===== src/rtl/ss_sequencer.sv =====
// Save-state sequencer: walks slave indices, queries each slave's size/width, and either
// streams its contents out (save) or writes a received stream back into it (load).
module ss_sequencer #(
   parameter int NUM_SLAVES = 16,
   parameter int TIMEOUT    = 255
) (
   input  logic        clock,
   input  logic        reset,
   input  logic        start_save,
   input  logic        start_load,
   output logic        busy,
   output logic        done,
   output logic        error,
   output logic [7:0]  ss_idx,
   output logic        ss_query,
   output logic        ss_read,
   output logic        ss_write,
   output logic [23:0] ss_addr,
   output logic [63:0] ss_wdata,
   input  logic        ss_ack,
   input  logic [63:0] ss_rdata,
   input  logic [31:0] ss_size,
   input  logic [1:0]  ss_width,
   output logic        out_valid,
   output logic [63:0] out_data,
   input  logic        out_ready,
   input  logic        in_valid,
   input  logic [63:0] in_data,
   output logic        in_ready
);

   localparam logic [2:0] S_IDLE   = 3'd0;
   localparam logic [2:0] S_QUERY  = 3'd1;
   localparam logic [2:0] S_HEADER = 3'd2;
   localparam logic [2:0] S_XREQ   = 3'd3;
   localparam logic [2:0] S_XSTR   = 3'd4;
   localparam logic [2:0] S_NEXT   = 3'd5;
   localparam logic [2:0] S_FINISH = 3'd6;
   localparam logic [2:0] S_FAIL   = 3'd7;

   localparam logic [7:0] TMO_LAST = 8'(TIMEOUT - 1);
   localparam logic [7:0] LAST_IDX = 8'(NUM_SLAVES - 1);

   logic [2:0]  state_q, state_d;
   logic        load_q, load_d;
   logic        error_q, error_d;
   logic [7:0]  idx_q, idx_d;
   logic [23:0] addr_q, addr_d;
   logic [63:0] wdata_q, wdata_d;
   logic [63:0] odata_q, odata_d;
   logic [31:0] size_q, size_d;
   logic [1:0]  width_q, width_d;
   logic [7:0]  tmo_q, tmo_d;

   logic tmo_hit, last_word, hdr_ok;

   // Strobes and stream handshakes decode straight from state so reset drops them at once.
   assign ss_query  = (state_q == S_QUERY);
   assign ss_read   = (state_q == S_XREQ) && !load_q;
   assign ss_write  = (state_q == S_XREQ) && load_q;
   assign out_valid = !load_q && ((state_q == S_HEADER) || (state_q == S_XSTR));
   assign in_ready  = load_q && ((state_q == S_HEADER) || (state_q == S_XSTR));
   assign busy      = (state_q != S_IDLE);
   assign done      = (state_q == S_FINISH) || (state_q == S_FAIL);
   assign error     = error_q;
   assign ss_idx    = idx_q;
   assign ss_addr   = addr_q;
   assign ss_wdata  = wdata_q;
   assign out_data  = odata_q;

   assign tmo_hit   = !ss_ack && (tmo_q == TMO_LAST);
   assign last_word = ({8'd0, addr_q} == (size_q - 32'd1));
   assign hdr_ok    = (in_data[63:56] == idx_q) && (in_data[49:48] == width_q) &&
                      (in_data[31:0] == size_q);

   always_comb begin
      state_d = state_q;
      load_d  = load_q;
      error_d = error_q;
      idx_d   = idx_q;
      addr_d  = addr_q;
      wdata_d = wdata_q;
      odata_d = odata_q;
      size_d  = size_q;
      width_d = width_q;
      tmo_d   = tmo_q;
      case (state_q)
         S_IDLE: begin
            if (start_save || start_load) begin
               state_d = S_QUERY;
               load_d  = !start_save;
               error_d = 1'b0;
               idx_d   = 8'd0;
               tmo_d   = 8'd0;
            end
         end
         S_QUERY: begin
            if (ss_ack) begin
               size_d  = ss_size;
               width_d = ss_width;
               odata_d = {idx_q, 6'd0, ss_width, 16'd0, ss_size};
               state_d = (ss_size == 32'd0) ? S_NEXT : S_HEADER;
            end else if (tmo_hit) begin
               state_d = S_NEXT;
            end else begin
               tmo_d = tmo_q + 8'd1;
            end
         end
         S_HEADER: begin
            addr_d = 24'd0;
            tmo_d  = 8'd0;
            if (load_q) begin
               if (in_valid) begin
                  state_d = hdr_ok ? S_XSTR : S_FAIL;
                  error_d = !hdr_ok;
               end
            end else if (out_ready) begin
               state_d = S_XREQ;
            end
         end
         S_XREQ: begin
            if (ss_ack) begin
               if (!load_q) begin
                  odata_d = ss_rdata;
                  state_d = S_XSTR;
               end else if (last_word) begin
                  state_d = S_NEXT;
               end else begin
                  addr_d  = addr_q + 24'd1;
                  state_d = S_XSTR;
               end
            end else if (tmo_hit) begin
               state_d = S_FAIL;
               error_d = 1'b1;
            end else begin
               tmo_d = tmo_q + 8'd1;
            end
         end
         S_XSTR: begin
            // Load fetches the next word before writing it; save drains the word just read.
            if (load_q) begin
               if (in_valid) begin
                  wdata_d = in_data;
                  tmo_d   = 8'd0;
                  state_d = S_XREQ;
               end
            end else if (out_ready) begin
               if (last_word) begin
                  state_d = S_NEXT;
               end else begin
                  addr_d  = addr_q + 24'd1;
                  tmo_d   = 8'd0;
                  state_d = S_XREQ;
               end
            end
         end
         S_NEXT: begin
            if (idx_q == LAST_IDX) begin
               state_d = S_FINISH;
            end else begin
               idx_d   = idx_q + 8'd1;
               tmo_d   = 8'd0;
               state_d = S_QUERY;
            end
         end
         S_FINISH: state_d = S_IDLE;
         S_FAIL:   state_d = S_IDLE;
         default:  state_d = S_IDLE;
      endcase
   end

   always_ff @(posedge clock or posedge reset) begin
      if (reset) begin
         state_q <= S_IDLE;
         load_q  <= 1'b0;
         error_q <= 1'b0;
         idx_q   <= 8'd0;
         addr_q  <= 24'd0;
         wdata_q <= 64'd0;
         odata_q <= 64'd0;
         size_q  <= 32'd0;
         width_q <= 2'd0;
         tmo_q   <= 8'd0;
      end else begin
         state_q <= state_d;
         load_q  <= load_d;
         error_q <= error_d;
         idx_q   <= idx_d;
         addr_q  <= addr_d;
         wdata_q <= wdata_d;
         odata_q <= odata_d;
         size_q  <= size_d;
         width_q <= width_d;
         tmo_q   <= tmo_d;
      end
   end

endmodule


===== config.mk =====
export PLATFORM = sky130hd
export DESIGN_NAME = ss_sequencer
export DESIGN_NICKNAME = d
export VERILOG_FILES = /design/src/rtl/ss_sequencer.sv
export SDC_FILE = /design/constraint.sdc
export NUM_CORES = 1
export LEC_CHECK = 0
export BUFFER_PORTS_ARGS = -buffer_cell sky130_fd_sc_hd__buf_2
export CAP_MARGIN = 25
export CORE_MARGIN = 5
export CORE_UTILIZATION = 45
export DETAILED_ROUTE_END_ITERATION = 10
export PLACE_DENSITY = 0.72
export SYNTH_ARGS = -nofsm -noshare
export SYNTH_HDL_FRONTEND = slang
export SYNTH_SLANG_ARGS = --single-unit

===== constraint.sdc =====
create_clock -name clock -period 14.9 [get_ports clock]
set_input_delay 2.235 -clock clock [delete_from_list [all_inputs] [get_ports clock]]
set_output_delay 2.235 -clock clock [all_outputs]
set_load 0.01 [all_outputs]

==> out/metrics.cfg, run 1 <==
[run_status]
outcome = finished clean

[routing]
wl_met2_um = 17320
ant_nets = 0
dr.first_iter.drc_count = 708
drc = 0
drtPass1Iterations = 6
wl_per_cell_um = 21.41
topRoutingLayerUsed = met5
wirelength_met1_um = 14000
vias = 9230
wl_um = 35110
avgViaCountPerCell = 5.628
wl_met3_um = 2734

[clock_network]
cts_sinks = 207
tritoncts = built
clk_latency_ps = 510
clk_pin_slew_ps = 60
cts_hold_buf = 0
cts_resized = 0
cts_setup_buffers = 0
numCtsBuffers = 24
root_buffer = clkbuf_16
htree_levels = 1
cts.path.max_buffers = 3

[yosys]
ys_async_sr_fraction_pct = 100.0
netlist_instances = 989
synthXorXnorAreaFrac_pct = 6.324
synth_most_common_cell = dfrtp_1
synth_fa_ha_area_share_pct = 0.5944
synth_area_leaders = dfrtp_1, mux2_2, mux2i_1
synth_top_family_by_area = simple AND/OR/NAND/NOR gates
synthTopCellsByCount = dfrtp_1, mux2_2, nand2_1
synth_area_um2 = 10530
synth-edff-count = 0
synth_top_area_share_pct = 49.22
synthMuxAreaShare_pct = 14.62
synth_cell_types = 63
yosysWarnings = 0
ys_seq_elements = 207
synth_area_per_cell_um2 = 10.64
yosys.area.top_type = dfrtp_1
synth-compound-area-share_pct = 11.26
ys.flop_type = dfrtp_1
yosys.area_share.simple_pct = 15.04
synth_nets = 1163
yosysSeqAreaShare_pct = 49.22

[layout]
nNetsFinal = 1476
multiInputGateArea_um2 = 5052
design_area_um2 = 13280
fill_cells = 2038
drive_gt1_share_pct = 37.60
seq_area_um2 = 5180
syn2layout_area_growth_pct = 26.20

[power_and_ir_drop]
netSwitchingPower_w = 0.0009711
pwr-share-seq_pct = 38.5
leakage_nw = 6.544
p_per_area_nw_per_um2 = 187.8
internal_power_w = 0.001524
p_comb_share_pct = 37.4
p_sw_share_pct = 38.93
clkPwrFrac_pct = 24.1
ir_drop_mv = 0.1149

[sta]
final_max_slew_viol_count = 0
rsz0062_at_grt = no
worst_pin_slew_ps = 945.7
layout_min_cycle_time_ps = 4915
setup_viol_count_final = 0
timing.hold.ws_ps = 476.1
hold_violations = 0
skew_ps = 12.97
relSlewSlack_pct = 36.95
min_period_over_period_pct = 32.98
max_clock_freq_mhz = 203.5
tns_ps = 0

[setup_path]
crit_slowest_cell = dfrtp_1
crit_fanout = 22
r2r_end = ss_addr[15]
crit_path_start = state_q[1]
cp-endpoint = in_ready
required_ps = 12660
worst_ep_arrival_time_ps = 2680
critPathKind = register to output pin
path_common_cell = nand2b_1
r2r_cells = 11
crit_path_end_kind = output pin
cp-start-kind = register
timing.rr.start = size_q[0]
rrSetupSlack_ps = 10850
crit_path_max_incr_delay_ps = 660
crit_chain = nand2b_1, nand2b_1, a21boi_0, buf_2

[grt]
grt_max_degree = 142
grt_pass1_wl_um = 53310
gr-total-overflow = 0
grtUsageTotal_pct = 25.71
antenna_found_initial = 5
grt_pass1_vias = 9072

[placement]
place_area_um2 = 12440
place_hpwl_um = 26360
port_buffers = 336
gp_congestion = 0.9021

[floorplan]
dieArea_um2 = 26550
pin_count = 337
initial_utilization_pct = 45.25
rows = 56
die_w_um = 162.9
core_um2 = 23260
die_y_um = 162.9

[run]
cap_violations = 0

[min_path]
hp-class = register to register
worstHoldPathCells = 2

## power by group through the flow
stage / Clock (W) / Combinational [W] / Sequential, W
floorplan: 0 / 0.000583 / 0.000938
global placement: 0 / 0.000910 / 0.000957
detailed placement: 0 / 0.000931 / 0.000961
CTS: 0.000611 / 0.000934 / 0.000954
global route: 0.000637 / 0.00102 / 0.000985
finish: 0.000601 / 0.000934 / 0.000960
## metal layers
| metal | global-route usage (%) | vias to the layer above |
|---|---|---|
| li1 | - | 4248 |
| met1 | 33.53 | 4486 |
| met2 | 42.91 | 418 |
| met3 | 5.847 | 70 |
| met4 | 7.892 | 8 |
| met5 | 0 | - |
## worst max-delay path, delay by kind of cell (launching register included)
kind	cells	cell delay (ps)
AND/OR/NAND/NOR	2	950
flip-flops	1	660
AO/OA/AOI/OAI	1	370
buffers and inverters	1	170
## area by class of cell
cell class / count / area share [%]
inverter: 16 / 0.5087
multi-input combinational: 709 / 38.04
sequential: 207 / 39.00
clock buffer: 35 / 5.520
tap: 319 / 3.005
antenna: 2 / 0.03768
timing repair buffer: 344 / 13.29
clock inverter: 8 / 0.6029
## layout by cell type (no fill, tap or decap), drive strengths merged, types with 22 or more instances in the layout
master,instances
dfrtp,207
buf,344
xor2,52
o21ai,81
mux2i,48
mux2,94
a22o,22
a21oi,26
xnor2,24
nand3,22
clkbuf,35
nor4,29
nand2,93
nor2,39
## registers in the layout (all words and copies together), names as in the netlist
signal	cells
ss_idx	8
ss_addr	24
load_q	1
width_q	2
ss_wdata	64
state_q	3
size_q	32
out_data	64
tmo_q	8
error	1
## how the worst min path moves through the flow
stage / startpoint / to / slack [ps]
3_3_place_gp: out_data[30] / out_data[30] / 460
5_1_grt: out_data[7] / out_data[7] / 500
3_5_place_dp: out_data[15] / out_data[15] / 460
6_report: out_data[17] / out_data[17] / 480
4_1_cts: out_data[7] / out_data[7] / 480
2_1_floorplan: tmo_q[3] / tmo_q[3] / 470
## cell families (layout without fill, tap and decap cells)
family / count (synthesis) / after routing
simple gates: 300 / 300
mux: 142 / 142
xor+xnor: 76 / 76
other cells: 0 / 2
compound gates: 186 / 186
buf+inv: 73 / 403
fa+ha+maj: 5 / 5
flops: 207 / 207
## metrics by stage
| step | power [W] | setup slack (ps) | instances | util [%] |
|---|---|---|---|---|
| after floorplan | 0.001521 | 7013 | 989 | - |
| after CTS | 0.002500 | 10000 | 1637 | 56.96 |
| after detailed placement | 0.001892 | 10480 | 1594 | 53.46 |
| after global placement | 0.001866 | 10470 | 1593 | 53.42 |
| final | 0.002495 | 9985 | 1640 | 57.10 |
| after global routing | 0.002640 | 9749 | 1639 | 57.09 |
Power figures use the tool's default switching activity.
==> run 2: changes to the inputs <==
==> constraint.sdc (replaced) <==
create_clock -name clock -period 4.8 [get_ports clock]
set_input_delay 0.72 -clock clock [delete_from_list [all_inputs] [get_ports clock]]
set_output_delay 0.72 -clock clock [all_outputs]
set_load 0.01 [all_outputs]
==> run 2 against run 1 <==
  * Sequential share of layout area unchanged
  * Critical path depth is 5 higher
  * Register-to-register slack lost 9700 ps
  * Via count increased by 0.80%
  * Cell count barely moved
==> out/metrics.cfg, run 2 (same netlist as run 1, synthesis figures left out) <==
[run_status]
outcome = finished clean

[setup_path]
timing.rr.start = size_q[0]
crit_fanout = 44
required_ps = 5210
crit_path_start = size_q[0]
crit_path_end_kind = register
crit_slowest_cell = nor4_1
crit_chain = nor4_1, nand4_1, or4_1, a211oi_1, nor2_1, nor4_4, buf_4, nand2b_1, a31o_2
cp-start-kind = register
critPathKind = register to register
crit_path_max_incr_delay_ps = 650
worst_ep_arrival_time_ps = 4060

[floorplan]
dieArea_um2 = 26550
rows = 56
initial_utilization_pct = 45.25
die_w_um = 162.9
core_um2 = 23260
die_y_um = 162.9
pin_count = 337

[sta]
layout_min_cycle_time_ps = 3642
final_max_slew_viol_count = 0
worst_pin_slew_ps = 964.3
tns_ps = 0
max_clock_freq_mhz = 274.6
timing.hold.ws_ps = 392.3
rsz0062_at_grt = no
relSlewSlack_pct = 35.71
skew_ps = 7.134
setup_viol_count_final = 0
hold_violations = 0
timing.final.ws_setup_ps = 1158
min_period_over_period_pct = 75.87

[grt]
grtUsageTotal_pct = 25.66
grt_pass1_wl_um = 53500
antenna_found_initial = 4
grt_pass1_vias = 9179
gr-total-overflow = 0
grt_max_degree = 158

[clock_network]
htree_levels = 1
cts.path.max_buffers = 3
numCtsBuffers = 24
cts_sinks = 207
root_buffer = clkbuf_16
cts_resized = 0
clk_latency_ps = 520
tritoncts = built
cts_setup_buffers = 0
clk_pin_slew_ps = 60
cts_hold_buf = 0

[layout]
design_area_um2 = 13280
syn2layout_area_growth_pct = 26.20
diodes = 0
nNetsFinal = 1479
layout_common_cells = buf_2, dfrtp_1, mux2_2
fill_cells = 2119
final-instance-count-excl-fill = 1641
drive_gt1_share_pct = 37.44
final_common_cell = buf_2

[placement]
gp_congestion = 0.9712
place_hpwl_um = 26670
port_buffers = 336
place_area_um2 = 12480
dp.cells = 1598
pre_cts_slack_ps = 1206

[routing]
vias = 9304
drtPass1Iterations = 5
wl_um = 35020
dr.first_iter.drc_count = 738
drc = 0
avgViaCountPerCell = 5.670
ant_nets = 0
wl_per_cell_um = 21.34

[power_and_ir_drop]
ir_drop_mv = 0.3631
leakage_nw = 6.545
p_per_area_nw_per_um2 = 580.8

[run]
cap_violations = 0

[min_path]
hp-class = input port to asynchronous set/reset pin

==> run 2: changes by cell type in the layout (fill, tap and decap cells not counted), sizes merged <==
cell / change
inv: -1
bufinv: +2
clkinv: +1
clkbuf: -1
clkinvlp: -1
diode: -2
buf: +3
==> run 2: per-stage QoR <==
step,utilization (%),power [W]
finish,57.10,0.007715
global placement,53.56,0.005767
floorplan,-,0.004722
CTS,57.10,0.007747
global route,57.10,0.008177
detailed placement,53.65,0.005857
==> run 2: power by group <==
group	internal (W)	switching (W)
clock	0.00113	0.000736
combinational	0.00130	0.00160
sequential	0.00233	0.000618
==> run 2: final cells by class <==
cell class                 instances  area [um2]  area share [%]
timing repair buffer             347        1789           13.47
sequential                       207        5180           39.00
multi-input combinational        709        5047           38.00
clock inverter                     9       135.1           1.017
inverter                          16       63.81          0.4804
clock buffer                      34       668.1           5.030
tap                              319       399.1           3.005
==> run 2: critical path: cells and delay by family (launching register included) <==
kind / cells / cell delay, ps
and+or+nand+nor: 6 / 2110
buffers and inverters: 1 / 400
DFF: 1 / 450
AOI/OAI and AO/OA: 2 / 560
==> run 2: worst paths after layout <==
path | slack, ps | cells past startpoint | end
max | 1160 | 9 | state_q[1]
min | 390 | 3 | out_data[15]
max reg2reg | 1160 | 9 | state_q[1]
min reg2reg | 480 | 2 | out_data[4]
max in group asynchronous | 3640 | 3 | ss_wdata[46]
min in group clock | 410 | 2 | out_data[37]
==> run 2: routing by layer <==
layer	vias to the layer above	GRT usage (%)	share of wire [%]
met1	4591	33.18	40
met4	6	6.824	2.4
met5	-	0	0.12
li1	4253	-	-
met3	63	6.353	8.2
met2	391	43.30	50
==> run 3: changes to the inputs <==
--- a/config.mk
+++ b/config.mk
@@ -5,12 +5,13 @@
 export SDC_FILE = /design/constraint.sdc
 export NUM_CORES = 1
 export LEC_CHECK = 0
+export ABC_AREA = 1
 export BUFFER_PORTS_ARGS = -buffer_cell sky130_fd_sc_hd__buf_2
 export CAP_MARGIN = 25
 export CORE_MARGIN = 5
 export CORE_UTILIZATION = 45
 export DETAILED_ROUTE_END_ITERATION = 10
-export PLACE_DENSITY = 0.72
+export PLACE_DENSITY = 0.73
 export SYNTH_ARGS = -nofsm -noshare
 export SYNTH_HDL_FRONTEND = slang
 export SYNTH_SLANG_ARGS = --single-unit
==> constraint.sdc (replaced) <==
create_clock -name clock -period 3.3 [get_ports clock]
set_input_delay 0.495 -clock clock [delete_from_list [all_inputs] [get_ports clock]]
set_output_delay 0.495 -clock clock [all_outputs]
set_load 0.01 [all_outputs]
==> run 3 against run 2 <==
  * Synthesized area up 12%
  * Synthesized cell count rose by 56%
  * Setup slack got worse by 820 ps
  * Highest routed layer unchanged
  * Combinational power is 84% higher
  * Critical path depth increased by 5
  * Sequential share of layout area decreased by 3.7 points
  * Largest power group is now combinational logic
==> out/metrics.cfg, run 3 <==
[sta]
tns_ps = 0
timing.final.ws_setup_ps = 342.2
worst_pin_slew_ps = 790.3
skew_ps = 9.466
final_max_slew_viol_count = 0
rsz0062_at_grt = no
setup_viol_count_final = 0
min_period_over_period_pct = 89.63
relSlewSlack_pct = 47.25
layout_min_cycle_time_ps = 2958
max_clock_freq_mhz = 338.1
timing.hold.ws_ps = 172.4
hold_violations = 0

[layout]
final-instance-count-excl-fill = 2211
nNetsFinal = 2033
drive_gt1_share_pct = 25.67
final_common_cell = nand2_1
syn2layout_area_growth_pct = 24.00
design_area_um2 = 14680
layout_common_cells = nand2_1, buf_2, nor2_1
fill_cells = 2458

[min_path]
hold_end = load_q
hp-start = start_save
worstHoldPathCells = 2
hp-class = input port to register

[setup_path]
r2r_cells = 14
rrSetupSlack_ps = 340
crit_path_end_kind = register
r2r_end = ss_addr[8]
timing.rr.start = size_q[0]
required_ps = 3730
path_buf_inv = 2
cp_top_family = simple AND/OR/NAND/NOR gates
crit_slowest_cell = dfrtp_1
crit_chain = inv_1, ha_1, nand2_4, nor2_4, nand2_1, xor2_1, nand2_1, nor2_1, nand2_1, nor2_4, nand3_4, buf_4, nand4_1, nand2_1
critPathKind = register to register
path_common_cell = nand2_1
crit_path_max_incr_delay_ps = 410
crit_fanout = 18
worst_ep_arrival_time_ps = 3390
cp-start-kind = register

[yosys]
synth_area_leaders = dfrtp_1, nand2_1, nor2_1
ys_async_sr_fraction_pct = 100.0
synth_area_um2 = 11840
synth_most_common_cell = nand2_1
yosys.area.top_type = dfrtp_1
ys.flop_type = dfrtp_1
synth_cell_types = 38
synth_top_area_share_pct = 43.77
yosysSeqAreaShare_pct = 43.77
netlist_instances = 1541
yosysWarnings = 0
ys_seq_elements = 207
synth_nets = 1715
synthTopCellsByCount = nand2_1, nor2_1, dfrtp_1
synth-edff-count = 0
synth_area_per_cell_um2 = 7.680

[placement]
dp.cells = 2166
port_buffers = 336
gp_congestion = 1.089
place_hpwl_um = 32010
pre_cts_slack_ps = 373.9
place_area_um2 = 13860

[routing]
drc = 0
vias = 11847
wl_um = 41260
wl_met3_um = 2793
wirelength_met1_um = 16540
avgViaCountPerCell = 5.358
topRoutingLayerUsed = met5
ant_nets = 0
dr.first_iter.drc_count = 863
drtPass1Iterations = 7
wl_met2_um = 20330
wl_per_cell_um = 18.66

[floorplan]
die_w_um = 172.2
die_y_um = 172.2
rows = 59
initial_utilization_pct = 45.55
dieArea_um2 = 29640
core_um2 = 25980
pin_count = 337

[grt]
grtUsageTotal_pct = 27.35
grt_pass1_vias = 11855
antenna_found_initial = 4
grt_pass1_wl_um = 64290
grt_max_degree = 89
gr-total-overflow = 0

[clock_network]
cts_resized = 0
cts.path.max_buffers = 3
root_buffer = clkbuf_16
clk_latency_ps = 550
cts_sinks = 207
numCtsBuffers = 25
cts_hold_buf = 1
cts_setup_buffers = 0
clk_pin_slew_ps = 60
tritoncts = built
htree_levels = 1

[power_and_ir_drop]
p_per_area_nw_per_um2 = 839.6
leakage_nw = 7.515
ir_drop_mv = 0.6257

[run]
cap_violations = 0

[run_status]
outcome = finished clean

## run 3: area by class of cell
type	instances	area (um2)	area share [%]
tap	335	419.2	2.856
inverter	145	548.0	3.734
multi-input combinational	1122	5836	39.76
timing repair buffer	358	1887	12.86
clock inverter	10	98.84	0.6735
sequential	207	5180	35.30
clock buffer	32	701.9	4.783
antenna	2	5.005	0.03410
## run 3: worst max path at each step
stage              start         end  slack [ps]  cells after the start
6_report       size_q[0]  ss_addr[8]         340                     14
5_1_grt        size_q[0]  ss_addr[8]          60                     16
4_1_cts        size_q[0]  ss_addr[8]         370                     14
3_5_place_dp   size_q[0]  ss_addr[8]         370                     14
3_3_place_gp   size_q[0]  ss_addr[0]         380                     14
2_1_floorplan      reset       error         120                      1
## run 3: routing by layer
metal | GRT usage [%] | up-vias
met5 | 0 | -
met4 | 9.740 | 4
met2 | 46.69 | 450
li1 | - | 5653
met1 | 34.55 | 5644
met3 | 5.601 | 96
## run 3: stage by stage
stage,util [%],power (W)
after CTS,56.46,0.01238
final,56.48,0.01232
after floorplan,-,0.007577
after global routing,56.47,0.01318
after detailed placement,53.34,0.009594
after global placement,53.34,0.009490
## run 3: report_power, final
group,switching (W),leakage (nW),total [W],internal (W)
Combinational,0.00343,4.49,0.00535,0.00193
Sequential,0.000824,2.63,0.00424,0.00342
Clock,0.00114,0.395,0.00272,0.00158
Total,0.00539,7.51,0.0123,0.00693
## run 3: kinds of logic (layout without fill, tap and decap cells)
group                    count (synthesis)  count (layout)  share of synthesized area, %
AND/OR/NAND/NOR                        802             802                         29.49
buffers and inverters                  212             545                         7.136
flip-flops                             207             207                         43.77
AO/OA/AOI/OAI                          198             198                         9.451
XOR/XNOR                                71              71                         5.254
multiplexers                            46              46                         4.377
adder cells (fa/ha/maj)                  5               5                        0.5286
other                                    0               2                             0
